--- src/rtl/vending_machine_ctrl.sv ---
// -----------------------------------------------------------------------------
// vending_machine_ctrl
//
// Multi-product vending controller. It sits between the coin acceptor/keypad
// front-end and the dispenser/change-return mechanics. It supports
// runtime-programmable prices, per-product stock counters, a payment timeout
// with auto-refund, customer cancel with full refund, sold-out rejection and
// illegal-coin rejection.
//
// Optional feature: define VEND_STATS_EN to add the vend_count_o and
// revenue_o saturating statistics counters.
//
// Ports:
//   clk_i            clock, all logic on the rising edge
//   rst_i            synchronous reset, active-high
//   request_i        customer starts a transaction
//   drink_select_i   product index, sampled in SELECT
//   payment_*_i      coin strobes (1/5/10), legal only one at a time in PAY
//   cancel_i         customer abort, refunds everything paid so far
//   price_wr_i       price programming strobe (price_idx_i, price_i)
//   restock_i        restock strobe (restock_idx_i, restock_qty_i)
//   ready_o          high in IDLE
//   start_pay_o      high in PAY
//   drink_o          dispensed product, valid with request_served_o, else 0
//   request_served_o one-cycle dispense pulse
//   changes_o        change (CHANGE) or refund (REFUND) amount, else 0
//   refund_o         one-cycle pulse in REFUND
//   sold_out_o       one-cycle pulse in SOLD_OUT
//   coin_reject_o    registered pulse, the cycle after a rejected coin
//   stock_empty_o    bit i high when product i has no stock
//   state_o          current FSM state, for debug and checkers
//   vend_count_o     (VEND_STATS_EN) number of dispenses, saturating
//   revenue_o        (VEND_STATS_EN) sum of dispensed prices, saturating
//
// Handshake: request_i is accepted only in a cycle where ready_o is high
// (IDLE); request_i in any other cycle is ignored and need not be held.
// -----------------------------------------------------------------------------
module vending_machine_ctrl #(
  parameter int NUM_DRINKS    = 4,
  parameter int MONEY_W       = 6,
  parameter int STOCK_W       = 4,
  parameter int INIT_STOCK    = 3,
  parameter int DEFAULT_PRICE = 10,
  parameter int TIMEOUT_CYC   = 64,
  localparam int SEL_W        = (NUM_DRINKS > 1) ? $clog2(NUM_DRINKS) : 1
) (
  input  logic                  clk_i,
  input  logic                  rst_i,
  input  logic                  request_i,
  input  logic [SEL_W-1:0]      drink_select_i,
  input  logic                  payment_ones_i,
  input  logic                  payment_fives_i,
  input  logic                  payment_tens_i,
  input  logic                  cancel_i,
  input  logic                  price_wr_i,
  input  logic [SEL_W-1:0]      price_idx_i,
  input  logic [MONEY_W-1:0]    price_i,
  input  logic                  restock_i,
  input  logic [SEL_W-1:0]      restock_idx_i,
  input  logic [STOCK_W-1:0]    restock_qty_i,
  output logic                  ready_o,
  output logic                  start_pay_o,
  output logic [SEL_W-1:0]      drink_o,
  output logic                  request_served_o,
  output logic [MONEY_W-1:0]    changes_o,
  output logic                  refund_o,
  output logic                  sold_out_o,
  output logic                  coin_reject_o,
  output logic [NUM_DRINKS-1:0] stock_empty_o,
  output logic [2:0]            state_o
`ifdef VEND_STATS_EN
  ,
  output logic [15:0]           vend_count_o,
  output logic [15:0]           revenue_o
`endif
);

  localparam logic [2:0] ST_IDLE     = 3'd0;
  localparam logic [2:0] ST_SELECT   = 3'd1;
  localparam logic [2:0] ST_PAY      = 3'd2;
  localparam logic [2:0] ST_CHANGE   = 3'd3;
  localparam logic [2:0] ST_DISPENSE = 3'd4;
  localparam logic [2:0] ST_REFUND   = 3'd5;
  localparam logic [2:0] ST_SOLD_OUT = 3'd6;

  localparam int TMR_W = $clog2(TIMEOUT_CYC);
  localparam logic [TMR_W-1:0]   TMR_LAST  = TMR_W'(TIMEOUT_CYC - 1);
  localparam logic [SEL_W:0]     NUM_V     = (SEL_W + 1)'(NUM_DRINKS);
  localparam logic [MONEY_W:0]   MONEY_MAX = {1'b0, {MONEY_W{1'b1}}};
  localparam logic [STOCK_W:0]   STOCK_MAX = {1'b0, {STOCK_W{1'b1}}};

  logic [2:0]         state_q, state_d;
  logic [MONEY_W-1:0] paid_q, paid_d;
  logic [MONEY_W-1:0] price_q, price_d;
  logic [SEL_W-1:0]   sel_q, sel_d;
  logic [TMR_W-1:0]   timer_q, timer_d;
  logic               coin_reject_q, coin_reject_d;

  logic [MONEY_W-1:0] price_tbl_q [NUM_DRINKS];
  logic [STOCK_W-1:0] stock_q     [NUM_DRINKS];
  logic [STOCK_W-1:0] stock_d     [NUM_DRINKS];
  logic [STOCK_W:0]   stock_sum   [NUM_DRINKS];

  // ---------------------------------------------------------------------------
  // Coin decode. A coin is accepted only in PAY, only when exactly one strobe
  // is high, and only if the new total still fits in MONEY_W bits. Every
  // other strobe activity is a rejected coin.
  // ---------------------------------------------------------------------------
  logic [1:0]         n_strobes;
  logic [MONEY_W:0]   coin_val;
  logic [MONEY_W:0]   coin_sum;
  logic               coin_accept;
  logic [MONEY_W-1:0] paid_nxt;

  assign n_strobes = {1'b0, payment_ones_i} + {1'b0, payment_fives_i}
                   + {1'b0, payment_tens_i};

  always_comb begin
    coin_val = '0;
    if (payment_ones_i)       coin_val = (MONEY_W + 1)'(1);
    else if (payment_fives_i) coin_val = (MONEY_W + 1)'(5);
    else if (payment_tens_i)  coin_val = (MONEY_W + 1)'(10);
  end

  assign coin_sum      = {1'b0, paid_q} + coin_val;
  assign coin_accept   = (state_q == ST_PAY) && (n_strobes == 2'd1)
                      && (coin_sum <= MONEY_MAX);
  assign coin_reject_d = (n_strobes != 2'd0) && !coin_accept;
  assign paid_nxt      = coin_accept ? coin_sum[MONEY_W-1:0] : paid_q;

  // Selection lookup; an out-of-range index behaves like an empty product.
  logic               sel_in_range;
  logic [STOCK_W-1:0] sel_stock;
  logic [MONEY_W-1:0] sel_price;

  assign sel_in_range = ({1'b0, drink_select_i} < NUM_V);
  assign sel_stock    = sel_in_range ? stock_q[drink_select_i] : '0;
  assign sel_price    = sel_in_range ? price_tbl_q[drink_select_i] : '0;

  // ---------------------------------------------------------------------------
  // Main FSM
  // ---------------------------------------------------------------------------
  always_comb begin
    state_d = state_q;
    paid_d  = paid_q;
    timer_d = timer_q;
    sel_d   = sel_q;
    price_d = price_q;
    case (state_q)
      ST_IDLE: begin
        if (request_i) state_d = ST_SELECT;
      end
      ST_SELECT: begin
        if (sel_stock == '0) begin
          state_d = ST_SOLD_OUT;
        end else begin
          sel_d   = drink_select_i;
          price_d = sel_price;
          state_d = (sel_price == '0) ? ST_DISPENSE : ST_PAY;
        end
      end
      ST_PAY: begin
        // Exit decisions use the total including this cycle's coin, so a coin
        // arriving together with cancel_i is refunded too.
        paid_d  = paid_nxt;
        timer_d = coin_accept ? '0 : timer_q + TMR_W'(1);
        if (cancel_i)                            state_d = ST_REFUND;
        else if (paid_nxt > price_q)             state_d = ST_CHANGE;
        else if (paid_nxt == price_q)            state_d = ST_DISPENSE;
        else if (!coin_accept && timer_q == TMR_LAST) state_d = ST_REFUND;
      end
      ST_CHANGE:   state_d = ST_DISPENSE;
      ST_DISPENSE: state_d = ST_IDLE;
      ST_REFUND:   state_d = ST_IDLE;
      ST_SOLD_OUT: state_d = ST_IDLE;
      default:     state_d = ST_IDLE;
    endcase
    // Every path back to IDLE starts the next customer from zero.
    if (state_d == ST_IDLE) begin
      paid_d  = '0;
      timer_d = '0;
    end
  end

  // ---------------------------------------------------------------------------
  // Stock update. A dispense and a restock of the same product in the same
  // cycle combine into one saturating update. Stock is non-zero whenever a
  // dispense happens (checked in SELECT), so the decrement cannot wrap.
  // ---------------------------------------------------------------------------
  always_comb begin
    for (int i = 0; i < NUM_DRINKS; i++) begin
      stock_sum[i] = {1'b0, stock_q[i]};
      if (state_q == ST_DISPENSE && sel_q == SEL_W'(i))
        stock_sum[i] = stock_sum[i] - (STOCK_W + 1)'(1);
      if (restock_i && restock_idx_i == SEL_W'(i))
        stock_sum[i] = stock_sum[i] + {1'b0, restock_qty_i};
      stock_d[i] = (stock_sum[i] > STOCK_MAX) ? STOCK_MAX[STOCK_W-1:0]
                                              : stock_sum[i][STOCK_W-1:0];
    end
  end

  always_ff @(posedge clk_i) begin
    if (rst_i) begin
      state_q       <= ST_IDLE;
      paid_q        <= '0;
      price_q       <= '0;
      sel_q         <= '0;
      timer_q       <= '0;
      coin_reject_q <= 1'b0;
      for (int i = 0; i < NUM_DRINKS; i++) begin
        price_tbl_q[i] <= MONEY_W'(DEFAULT_PRICE);
        stock_q[i]     <= STOCK_W'(INIT_STOCK);
      end
    end else begin
      state_q       <= state_d;
      paid_q        <= paid_d;
      price_q       <= price_d;
      sel_q         <= sel_d;
      timer_q       <= timer_d;
      coin_reject_q <= coin_reject_d;
      // An active transaction keeps its latched price_q; only the table moves.
      if (price_wr_i && ({1'b0, price_idx_i} < NUM_V))
        price_tbl_q[price_idx_i] <= price_i;
      for (int i = 0; i < NUM_DRINKS; i++)
        stock_q[i] <= stock_d[i];
    end
  end

  // ---------------------------------------------------------------------------
  // Outputs, decoded from state and registers only
  // ---------------------------------------------------------------------------
  assign ready_o          = (state_q == ST_IDLE);
  assign start_pay_o      = (state_q == ST_PAY);
  assign request_served_o = (state_q == ST_DISPENSE);
  assign refund_o         = (state_q == ST_REFUND);
  assign sold_out_o       = (state_q == ST_SOLD_OUT);
  assign drink_o          = (state_q == ST_DISPENSE) ? sel_q : '0;
  assign coin_reject_o    = coin_reject_q;
  assign state_o          = state_q;

  always_comb begin
    changes_o = '0;
    if (state_q == ST_CHANGE)      changes_o = paid_q - price_q;
    else if (state_q == ST_REFUND) changes_o = paid_q;
  end

  always_comb begin
    for (int i = 0; i < NUM_DRINKS; i++)
      stock_empty_o[i] = (stock_q[i] == '0);
  end

`ifdef VEND_STATS_EN
  logic [15:0] vend_cnt_q;
  logic [15:0] revenue_q;
  logic [16:0] rev_sum;

  assign rev_sum = {1'b0, revenue_q} + 17'(price_q);

  always_ff @(posedge clk_i) begin
    if (rst_i) begin
      vend_cnt_q <= '0;
      revenue_q  <= '0;
    end else if (state_q == ST_DISPENSE) begin
      if (vend_cnt_q != 16'hFFFF) vend_cnt_q <= vend_cnt_q + 16'd1;
      revenue_q <= rev_sum[16] ? 16'hFFFF : rev_sum[15:0];
    end
  end

  assign vend_count_o = vend_cnt_q;
  assign revenue_o    = revenue_q;
`endif

endmodule

--- config.mk ---
export PLATFORM = sky130hd
export DESIGN_NAME = vending_machine_ctrl
export DESIGN_NICKNAME = d
export VERILOG_FILES = /design/src/rtl/vending_machine_ctrl.sv
export SDC_FILE = /design/constraint.sdc
export NUM_CORES = 1
export LEC_CHECK = 0
export ABC_AREA = 1
export CORE_MARGIN = 5
export CORE_UTILIZATION = 58
export DETAILED_ROUTE_END_ITERATION = 7
export PLACE_DENSITY = 0.81
export SYNTH_ARGS = -nofsm -noshare
export SYNTH_HDL_FRONTEND = slang
export SYNTH_SLANG_ARGS = --single-unit
--- constraint.sdc ---
create_clock -name clk_i -period 3.9 [get_ports clk_i]
set_clock_uncertainty 0.15 [all_clocks]
set_input_delay 0.78 -clock clk_i [delete_from_list [all_inputs] [get_ports clk_i]]
set_output_delay 0.78 -clock clk_i [all_outputs]
set_load 0.005 [all_outputs]
==> results of run 1 <==
critical path: cells and delay by family:
| kind | cells | cell delay [ps] |
|---|---|---|
| AOI/OAI and AO/OA | 1 | 100 |
| adders and majority gates | 2 | 760 |
| xor gates and xnor gates | 1 | 240 |
| and+or+nand+nor | 13 | 1160 |
| buffers and inverters | 8 | 840 |
routing by layer:
| metal | part of all wire, % | track usage, % |
|---|---|---|
| met4 | 3.8 | 11.3 |
| met5 | 0 | 0 |
| met3 | 4.1 | 4.07 |
| met1 | 40 | 25.8 |
| met2 | 52 | 41.8 |
worst max path at each step:
stage	from	endpoint	depth (start not counted)
after floorplan	payment_ones_i	paid_q[0]	22
after global placement	payment_ones_i	timer_q[1]	29
after detailed placement	payment_ones_i	paid_q[2]	29
after CTS	payment_ones_i	paid_q[2]	27
after global routing	payment_fives_i	timer_q[1]	26
final	payment_fives_i	timer_q[1]	25
power groups by stage:
stage	clock network (mW)	registers, mW	logic (mW)
floorplan	0	0.773	0.291
detailed placement	0	0.782	0.418
global placement	0	0.780	0.402
CTS	0.595	0.767	0.440
global route	0.619	0.772	0.522
finish	0.590	0.767	0.463
flip-flops by register name, indices dropped and copies added (netlist names):
register and flops:
paid_q 6, price_tbl_q 24, stock_q 16, price_q 6, sel_q 2, timer_q 6, state_o 3, coin_reject_o 1
cells in the mapped netlist (2+ instances only):
| library cell | number | area (sq um) |
|---|---|---|
| a21oi_1 | 40 | 200 |
| buf_6 | 2 | 22.5 |
| clkbuf_1 | 3 | 11.3 |
| dfxtp_1 | 40 | 801 |
| edfxtp_1 | 24 | 721 |
| fa_1 | 6 | 120 |
| ha_1 | 35 | 438 |
| inv_1 | 101 | 379 |
| inv_2 | 6 | 22.5 |
| nand2_1 | 113 | 424 |
| nand2_2 | 12 | 75.1 |
| nand3_1 | 30 | 150 |
| nand3_2 | 5 | 50.1 |
| nand4_1 | 4 | 25.0 |
| nor2_1 | 72 | 270 |
| nor2_2 | 12 | 75.1 |
| nor2_4 | 2 | 22.5 |
| nor3_1 | 9 | 45.0 |
| nor3_2 | 4 | 40.0 |
| nor4_2 | 2 | 25.0 |
| o21ai_0 | 22 | 110 |
| o21ai_1 | 7 | 35.0 |
| o21bai_1 | 3 | 22.5 |
| o22ai_1 | 4 | 25.0 |
| or2_2 | 2 | 12.5 |
| xnor2_1 | 5 | 43.8 |
| xor2_1 | 25 | 219 |
final cells by class:
| class | instances | area [sq um] |
|---|---|---|
| clock buffers | 9 | 124 |
| clock inverters | 7 | 77.6 |
| fillers | 551 | 2000 |
| inverters | 107 | 404 |
| multi-input cells | 427 | 2710 |
| flip-flops and latches | 64 | 1520 |
| well taps | 102 | 128 |
| repair buffers | 77 | 687 |
kinds of logic after synthesis:
family	after synthesis
AO/OA/AOI/OAI	86
XOR/XNOR	30
adder cells (fa/ha/maj)	41
buffers and inverters	114
flip-flops	64
AND/OR/NAND/NOR	270
metrics by stage:
step | power, mW | TNS, ps
5_1_grt | 1.91 | -601
4_1_cts | 1.80 | 0
2_1_floorplan | 1.06 | 0
3_3_place_gp | 1.18 | -5710
3_5_place_dp | 1.20 | -7760
6_report | 1.82 | 0
what timing repair did:
item | in CTS | in global routing
endpoints found under the setup margin | 13 | 14
setup buffers | 5 | 1
pin swaps | 13 | 15
resized for setup | 17 | 29
==> results.json, run 1 <==
{
  "status": "completed",
  "io_buffers": 45,
  "worstMarginPinSlew_ps": 711,
  "critPathKind": "in -> reg",
  "combPwrFrac_pct": 25.5,
  "required_ps": 4000,
  "clkPwrFrac_pct": 32.4,
  "initial_core_util_pct": 59.2,
  "synth_edf_count": 24,
  "dr.pass1.iters": 7,
  "n_antenna_cell": 0,
  "hold_class": "reg -> reg",
  "maxSlewHeadroom_pct": 52.2,
  "synth_seq_area_share_pct": 33.6,
  "slowest_delay_ps": 480,
  "gp_congestion": 0.949,
  "gr-total-overflow": 0,
  "ys_types": 42,
  "row_count": 32,
  "worst_ep_arrival_time_ps": 3910,
  "clk_path_buf_depth": 2,
  "drc": 0,
  "final_util_pct": 73.9,
  "antenna_found_initial": 0,
  "place_ws_ps": -585,
  "whs_endpoint": "timer_q[5]",
  "clk_latency_ps": 360,
  "min_period_ps": 3810,
  "drt-wirelength-per-cell_microns": 13.7,
  "ctsHtreeMaxLevel": 3,
  "viasPerCell": 5.23,
  "grt_max_degree": 16,
  "worstReg2RegStart": "paid_q[1]",
  "synth.area.mux_share_pct": 0,
  "die_w_microns": 98.3,
  "p_int_mw": 1.24,
  "synth-async-reset-ratio_pct": 0,
  "critPathCaptureType": "register",
  "holdPathStages": 3,
  "reg2reg_depth": 29,
  "syn-cell-area_sq_um": 4520,
  "nets": 752,
  "final_common_cell": "nand2_1",
  "ir_drop_mv": 0.240,
  "finalWirelength_microns": 10900,
  "leakage_nw": 2.60,
  "swShare_pct": 32.1,
  "cts_root_buf": "clkbuf_8",
  "min_from": "timer_q[5]",
  "die_area_sq_um": 9670,
  "fmax_ghz": 0.262,
  "switching_power_mw": 0.584,
  "synth_fa_ha_area_share_pct": 12.3,
  "p_per_area_nw_per_um2": 322,
  "holdWs_ps": 380,
  "dpl.hpwl_microns": 8390,
  "rrSetupSlack_ps": 500,
  "dpl_cell_area_sq_um": 5250,
  "cts_sinks": 64,
  "drive_gt1_share_pct": 17.7,
  "mostFrequentLayoutCells": "107 x nand2_1, 95 x inv_1, 72 x nor2_1, 42 x clkdlybuf4s50_1, 40 x dfxtp_1",
  "antenna_left": 0,
  "ys.flop_type": "dfxtp_1",
  "cp_slowest_cell": "fa_2",
  "startpoint_type": "primary input",
  "cts_buffers": 9,
  "critPathMaxFanout": 8,
  "avgSynthCellArea_sq_um": 7.48,
  "netlist_instances": 605,
  "drv_cap": 0,
  "synthesis.nets": 671,
  "seqPwrFrac_pct": 42.1,
  "vias": 4147,
  "synth_top_family_by_area": "simple AND/OR/NAND/NOR gates",
  "drv_slew": 0,
  "cts_tree": "built",
  "reg2reg_to": "timer_q[1]",
  "setup_ws_ps": 86.1,
  "clk_pin_slew_worst_paths_ps": 70,
  "dp_cells": 771,
  "first_iter_violations": 187,
  "postCtsHoldBufs": 0,
  "final_area_sq_um": 5650,
  "ys_seq_elements": 64,
  "synth_compound_area_share_pct": 10.7,
  "synthSimpleGateAreaFrac_pct": 27.7,
  "fp.dieH_microns": 98.3,
  "finalSetupViolCount": 0,
  "area_delta_synth_final_pct": 24.9,
  "fp.coreArea_sq_um": 7650,
  "yosysWarnings": 0,
  "grt.total_usage_pct": 23.0,
  "post-route-period-util_pct": 97.8,
  "stdcell_count": 793,
  "grt_pass1_vias": 4175,
  "synth_xor_xnor_area_share_pct": 5.81,
  "ios": 46,
  "grt_pass1_wl_microns": 18200,
  "hold_violations": 0
}
(Power assumes the default switching activity.)
==> run 2, diff against run 1 <==
--- a/config.mk
+++ b/config.mk
@@ -5,7 +5,6 @@
 export SDC_FILE = /design/constraint.sdc
 export NUM_CORES = 1
 export LEC_CHECK = 0
-export ABC_AREA = 1
 export CORE_MARGIN = 5
 export CORE_UTILIZATION = 58
 export DETAILED_ROUTE_END_ITERATION = 7
==> results.json, run 2 <==
{
  "status": "finished with violations",
  "violations": "negative setup slack",
  "mostFrequentLayoutCells": "43 x buf_4, 42 x clkdlybuf4s50_1, 38 x dfxtp_1, 33 x nand2_1, 29 x ha_1",
  "final_util_pct": 75.6,
  "hold_violations": 0,
  "antenna_left": 0,
  "p_per_area_nw_per_um2": 295,
  "ys_seq_elements": 64,
  "final_area_sq_um": 5750,
  "syn-cell-area_sq_um": 4480,
  "area_delta_synth_final_pct": 28.3,
  "initial_core_util_pct": 58.9,
  "cts_sinks": 64,
  "yosysWarnings": 0,
  "final_common_cell": "buf_4",
  "avgSynthCellArea_sq_um": 9.79,
  "nets": 618,
  "maxSlewHeadroom_pct": 63.4,
  "viasPerCell": 5.66,
  "ir_drop_mv": 0.300,
  "fp.dieH_microns": 97.9,
  "n_antenna_cell": 0,
  "grt_pass1_wl_microns": 17700,
  "gr-total-overflow": 0,
  "ys_top_cells_by_area": "dfxtp_1 18%, edfxtp_1 16%, ha_1 9.8%",
  "synth_area_leader_cell": "dfxtp_1",
  "drt-wirelength-per-cell_microns": 16.9,
  "antenna_found_initial": 0,
  "power_mw": 1.70,
  "critPathCaptureType": "register",
  "cts_buffers": 9,
  "grt_max_degree": 38,
  "post-route-period-util_pct": 102,
  "num-fill-cells": 549,
  "finalWirelength_microns": 11200,
  "grt_pass1_vias": 3824,
  "drv_slew": 0,
  "worstMarginPinSlew_ps": 547,
  "drive_gt1_share_pct": 21.5,
  "dpl_cell_area_sq_um": 5320,
  "synth_commonest_cells": "40 x dfxtp_1, 35 x ha_1, 33 x nand2_1",
  "vias": 3731,
  "fmax_ghz": 0.251,
  "fp.coreArea_sq_um": 7610,
  "ctsHtreeMaxLevel": 3,
  "ys_types": 62,
  "top_regs": "price_tbl_q x24, stock_q x16",
  "synth_seq_area_share_pct": 33.9,
  "worst_ep_arrival_time_ps": 4050,
  "first_iter_violations": 160,
  "grt.total_usage_pct": 22.8,
  "cts_root_buf": "clkbuf_8",
  "io_buffers": 45,
  "synth_top_cell_area_share_pct": 17.9,
  "ios": 46,
  "dp_cells": 629,
  "synth_edf_count": 24,
  "clk_pin_slew_worst_paths_ps": 70,
  "dr.pass1.iters": 5,
  "critPathKind": "in -> reg",
  "row_count": 32,
  "holdWs_ps": 379,
  "gp_congestion": 0.983,
  "setup_ws_ps": -77.2,
  "finalSetupViolCount": 9,
  "hold_class": "reg -> reg",
  "critPathMaxFanout": 6,
  "die_area_sq_um": 9590,
  "cts_tree": "built",
  "ys.flop_type": "dfxtp_1",
  "drv_cap": 0,
  "leakage_nw": 2.34,
  "die_w_microns": 97.9,
  "clk_latency_ps": 350,
  "postCtsHoldBufs": 0,
  "largest-register": "price_tbl_q",
  "clk_path_buf_depth": 2,
  "drc": 0,
  "netlist_instances": 458,
  "rsz0062_at_grt": "true",
  "synth-async-reset-ratio_pct": 0,
  "required_ps": 3970,
  "synthesis.nets": 524,
  "largest_reg_flops": 24,
  "synthMostInstantiatedCell": "dfxtp_1",
  "stdcell_count": 659,
  "fin_setup_tns_ps": -451,
  "place_ws_ps": -663,
  "startpoint_type": "primary input",
  "min_period_ps": 3980,
  "dpl.hpwl_microns": 8180
}
run 2: cell types whose count changed in the layout (fill, tap and decap cells not counted), sizes merged, moves of 23 or more:
cell   change
inv       -81
and2      +23
nor2      -56
mux2i     +23
nand2     -93
nand3     -29
run 2: critical path: stages:
cell and delay [ps]:
buf_8 100, buf_6 110, nor3b_4 210, xnor2_1 150, ha_2 230, o21ai_4 70, a2111oi_4 410, buf_4 190
nor2_4 50, mux2i_1 220, inv_1 110, ha_4 280, nand3b_1 110, a21oi_2 180, a211oi_2 70, o2111a_2 190
buf_6 120, and4bb_4 420, nor3_2 60
run 2: timing repair:
item	in CTS	in global routing
buffers inserted	6	7
gates cloned	1	0
setup endpoints to repair	14	14
pin swaps	15	21
gates resized for setup	25	19
run 2: path summary, 6_finish.rpt:
path             startpoint    endpoint  slack (ps)  depth (start not counted)
min              price_q[2]  price_q[2]         380                          2
max          payment_ones_i   paid_q[3]         -80                         19
max reg2reg       paid_q[1]   paid_q[3]         200                         17
min reg2reg      price_q[2]  price_q[2]         380                          2
run 2: per-layer routing:
layer	track usage (%)	vias up	wire length, microns
li1	-	1830	-
met1	26.1	1781	4500
met2	42.9	105	5920
met3	5.00	15	617
met4	5.01	0	134
met5	0	-	0
run 2: cell type report:
cell class / instances / area, sq um / share of cell area, %
Multi-Input combinational cell: 357 / 3000 / 52.1
Sequential cell: 64 / 1520 / 26.5
Timing Repair Buffer: 92 / 826 / 14.4
Tap cell: 102 / 128 / 2.22
Clock buffer: 9 / 124 / 2.15
Inverter: 28 / 105 / 1.83
Clock inverter: 7 / 47.5 / 0.827
run 2: report_power, final:
part | switching, mW | internal [mW]
clock network | 0.273 | 0.230
logic | 0.219 | 0.212
registers | 0.0275 | 0.734
run 2: kinds of logic after synthesis:
| kind of cell | after synthesis | synth area share, % |
|---|---|---|
| adder cells (fa/ha/maj) | 42 | 12.7 |
| XOR/XNOR | 34 | 6.64 |
| AND/OR/NAND/NOR | 172 | 22.3 |
| multiplexers | 31 | 9.24 |
| flip-flops | 64 | 33.9 |
| buffers and inverters | 38 | 3.54 |
| AO/OA/AOI/OAI | 77 | 11.7 |
==> run 3, diff against run 2 <==
--- a/config.mk
+++ b/config.mk
@@ -5,7 +5,7 @@
 export SDC_FILE = /design/constraint.sdc
 export NUM_CORES = 1
 export LEC_CHECK = 0
-export CORE_MARGIN = 5
+export CORE_MARGIN = 10
 export CORE_UTILIZATION = 58
 export DETAILED_ROUTE_END_ITERATION = 7
 export PLACE_DENSITY = 0.81
==> constraint.sdc (replaced) <==
create_clock -name clk_i -period 3.9 [get_ports clk_i]
set_clock_uncertainty 0.15 [all_clocks]
set_input_delay 0.975 -clock clk_i [delete_from_list [all_inputs] [get_ports clk_i]]
set_output_delay 0.975 -clock clk_i [all_outputs]
set_load 0.005 [all_outputs]
==> results.json, run 3 (same netlist as run 2, synthesis figures left out) <==
{
  "dpl.hpwl_microns": 8200,
  "hold_class": "reg -> reg",
  "area_delta_synth_final_pct": 28.8,
  "fmax_ghz": 0.242,
  "startpoint_type": "primary input",
  "worstPathCellList": "buf_6 -> buf_6 -> nor3b_4 -> xnor2_1 -> ha_2 -> o21ai_4 -> a2111oi_4 -> buf_4 -> or4_4 -> xnor2_4 -> inv_2 -> ha_4 -> nand3_4 -> o21bai_4 -> a21oi_2 -> a211oi_2 -> and4bb_4 -> nor3_2",
  "antenna_found_initial": 0,
  "clk_pin_slew_worst_paths_ps": 80,
  "mostFrequentLayoutCells": "41 x clkdlybuf4s50_1, 41 x buf_4, 39 x dfxtp_1, 33 x nand2_1, 30 x ha_1",
  "cts_buffers": 9,
  "fp.coreArea_sq_um": 7370,
  "antenna_left": 0,
  "grt.total_usage_pct": 19.5,
  "io_buffers": 45,
  "num-fill-cells": 502,
  "viasPerCell": 5.86,
  "drv_slew": 0,
  "fin_setup_tns_ps": -1820,
  "multi_input_area_sq_um": 3010,
  "drive_gt1_share_pct": 21.4,
  "cts_tree": "built",
  "cp_top_family": "simple AND/OR/NAND/NOR gates",
  "drc": 0,
  "path_buf_inv": 4,
  "slowest_delay_ps": 460,
  "cts_sinks": 64,
  "die_area_sq_um": 11600,
  "initial_core_util_pct": 60.8,
  "setup_ws_ps": -231,
  "final_util_pct": 78.4,
  "largest-register": "price_tbl_q",
  "postCtsHoldBufs": 0,
  "violations": "negative setup slack",
  "worst_ep_arrival_time_ps": 4230,
  "drv_cap": 0,
  "largest_reg_flops": 24,
  "critPathKind": "in -> reg",
  "status": "finished with violations",
  "holdWs_ps": 351,
  "first_iter_violations": 228,
  "ios": 46,
  "grt_pass1_vias": 3893,
  "regArea_sq_um": 1520,
  "hold_violations": 0,
  "critPathMaxFanout": 6,
  "post-route-period-util_pct": 106,
  "die_w_microns": 108,
  "grt_max_degree": 38,
  "grt_pass1_wl_microns": 18400,
  "nets": 613,
  "critPathCaptureType": "register",
  "leakage_nw": 2.37,
  "p_per_area_nw_per_um2": 332,
  "min_period_ps": 4130,
  "finalWirelength_microns": 11600,
  "clk_latency_ps": 350,
  "finalSetupViolCount": 12,
  "ir_drop_mv": 0.261,
  "fp.dieH_microns": 108,
  "rsz0062_at_grt": "true",
  "stdcell_count": 651,
  "dp_cells": 627,
  "row_count": 31,
  "top_regs": "price_tbl_q x24, stock_q x16",
  "drt-wirelength-per-cell_microns": 17.8,
  "maxSlewHeadroom_pct": 62.9,
  "rrSetupSlack_ps": 10,
  "cp_slowest_cell": "or4_4",
  "clk_path_buf_depth": 2,
  "worstMarginPinSlew_ps": 551,
  "n_antenna_cell": 0,
  "required_ps": 4000,
  "gp_congestion": 0.912,
  "cts_root_buf": "clkbuf_8",
  "ctsHtreeMaxLevel": 3,
  "dr.pass1.iters": 5,
  "vias": 3813,
  "crit_top_cell": "buf_6",
  "gr-total-overflow": 0
}
run 3: cell types whose count changed in the layout (fill, tap and decap cells not counted), sizes merged, moves of 2 or more:
cell	before	now
buf	49	44
bufinv	0	3
clkinv	5	1
inv	29	31
run 3: power breakdown:
| part | internal (mW) | total [mW] | switching, mW | leakage (nW) |
|---|---|---|---|---|
| Sequential | 0.733 | 0.761 | 0.0272 | 0.561 |
| Clock | 0.432 | 0.719 | 0.287 | 0.125 |
| Combinational | 0.209 | 0.435 | 0.226 | 1.68 |
| Total | 1.37 | 1.91 | 0.540 | 2.37 |
run 3: final timing paths:
kind                       start          to  depth (start not counted)
setup / recovery  payment_ones_i   paid_q[1]                         18
hold / removal        price_q[3]  price_q[3]                          2
setup reg to reg       paid_q[1]   paid_q[1]                         17
hold reg to reg       price_q[3]  price_q[3]                          2
run 3: layout make-up:
class | count | share of cell area (%)
clock buffer | 9 | 2.15
clock inverter | 7 | 2.17
inverter | 28 | 1.82
multi-input combinational | 357 | 52.1
sequential | 64 | 26.4
tap | 99 | 2.15
timing repair buffer | 87 | 13.2
run 3: stage by stage:
stage	total power [mW]	worst slack, ps	area, sq um
6_report	1.91	-231	5770
5_1_grt	2.00	-273	5770
4_1_cts	1.89	-88.4	5660
3_5_place_dp	1.16	-880	5330
3_3_place_gp	1.14	-756	5330
2_1_floorplan	1.03	-209	4550
run 3: layer usage:
| metal | part of all wire (%) | global-route usage (%) |
|---|---|---|
| met2 | 49 | 34.0 |
| met3 | 6.0 | 4.61 |
| met5 | 0 | 0 |
| met4 | 3.3 | 8.87 |
| met1 | 41 | 22.2 |
run 3: worst register-to-register path: cells and delay by family (launching register included):
family / cells / cell delay, ps
DFF: 1 / 430
and+or+nand+nor: 4 / 1090
xor gates and xnor gates: 2 / 350
AOI/OAI and AO/OA: 5 / 760
adders and majority gates: 2 / 480
buffers and inverters: 4 / 550
run 3: repair_timing:
action / 4_1_cts / 5_1_grt
buffers inserted: 4 / 3
cloned: 1 / 0
hold endpoints to repair: 0 / 0
endpoints found under the setup margin: 16 / 17
pin swaps: 13 / 9
gates resized for setup: 23 / 21
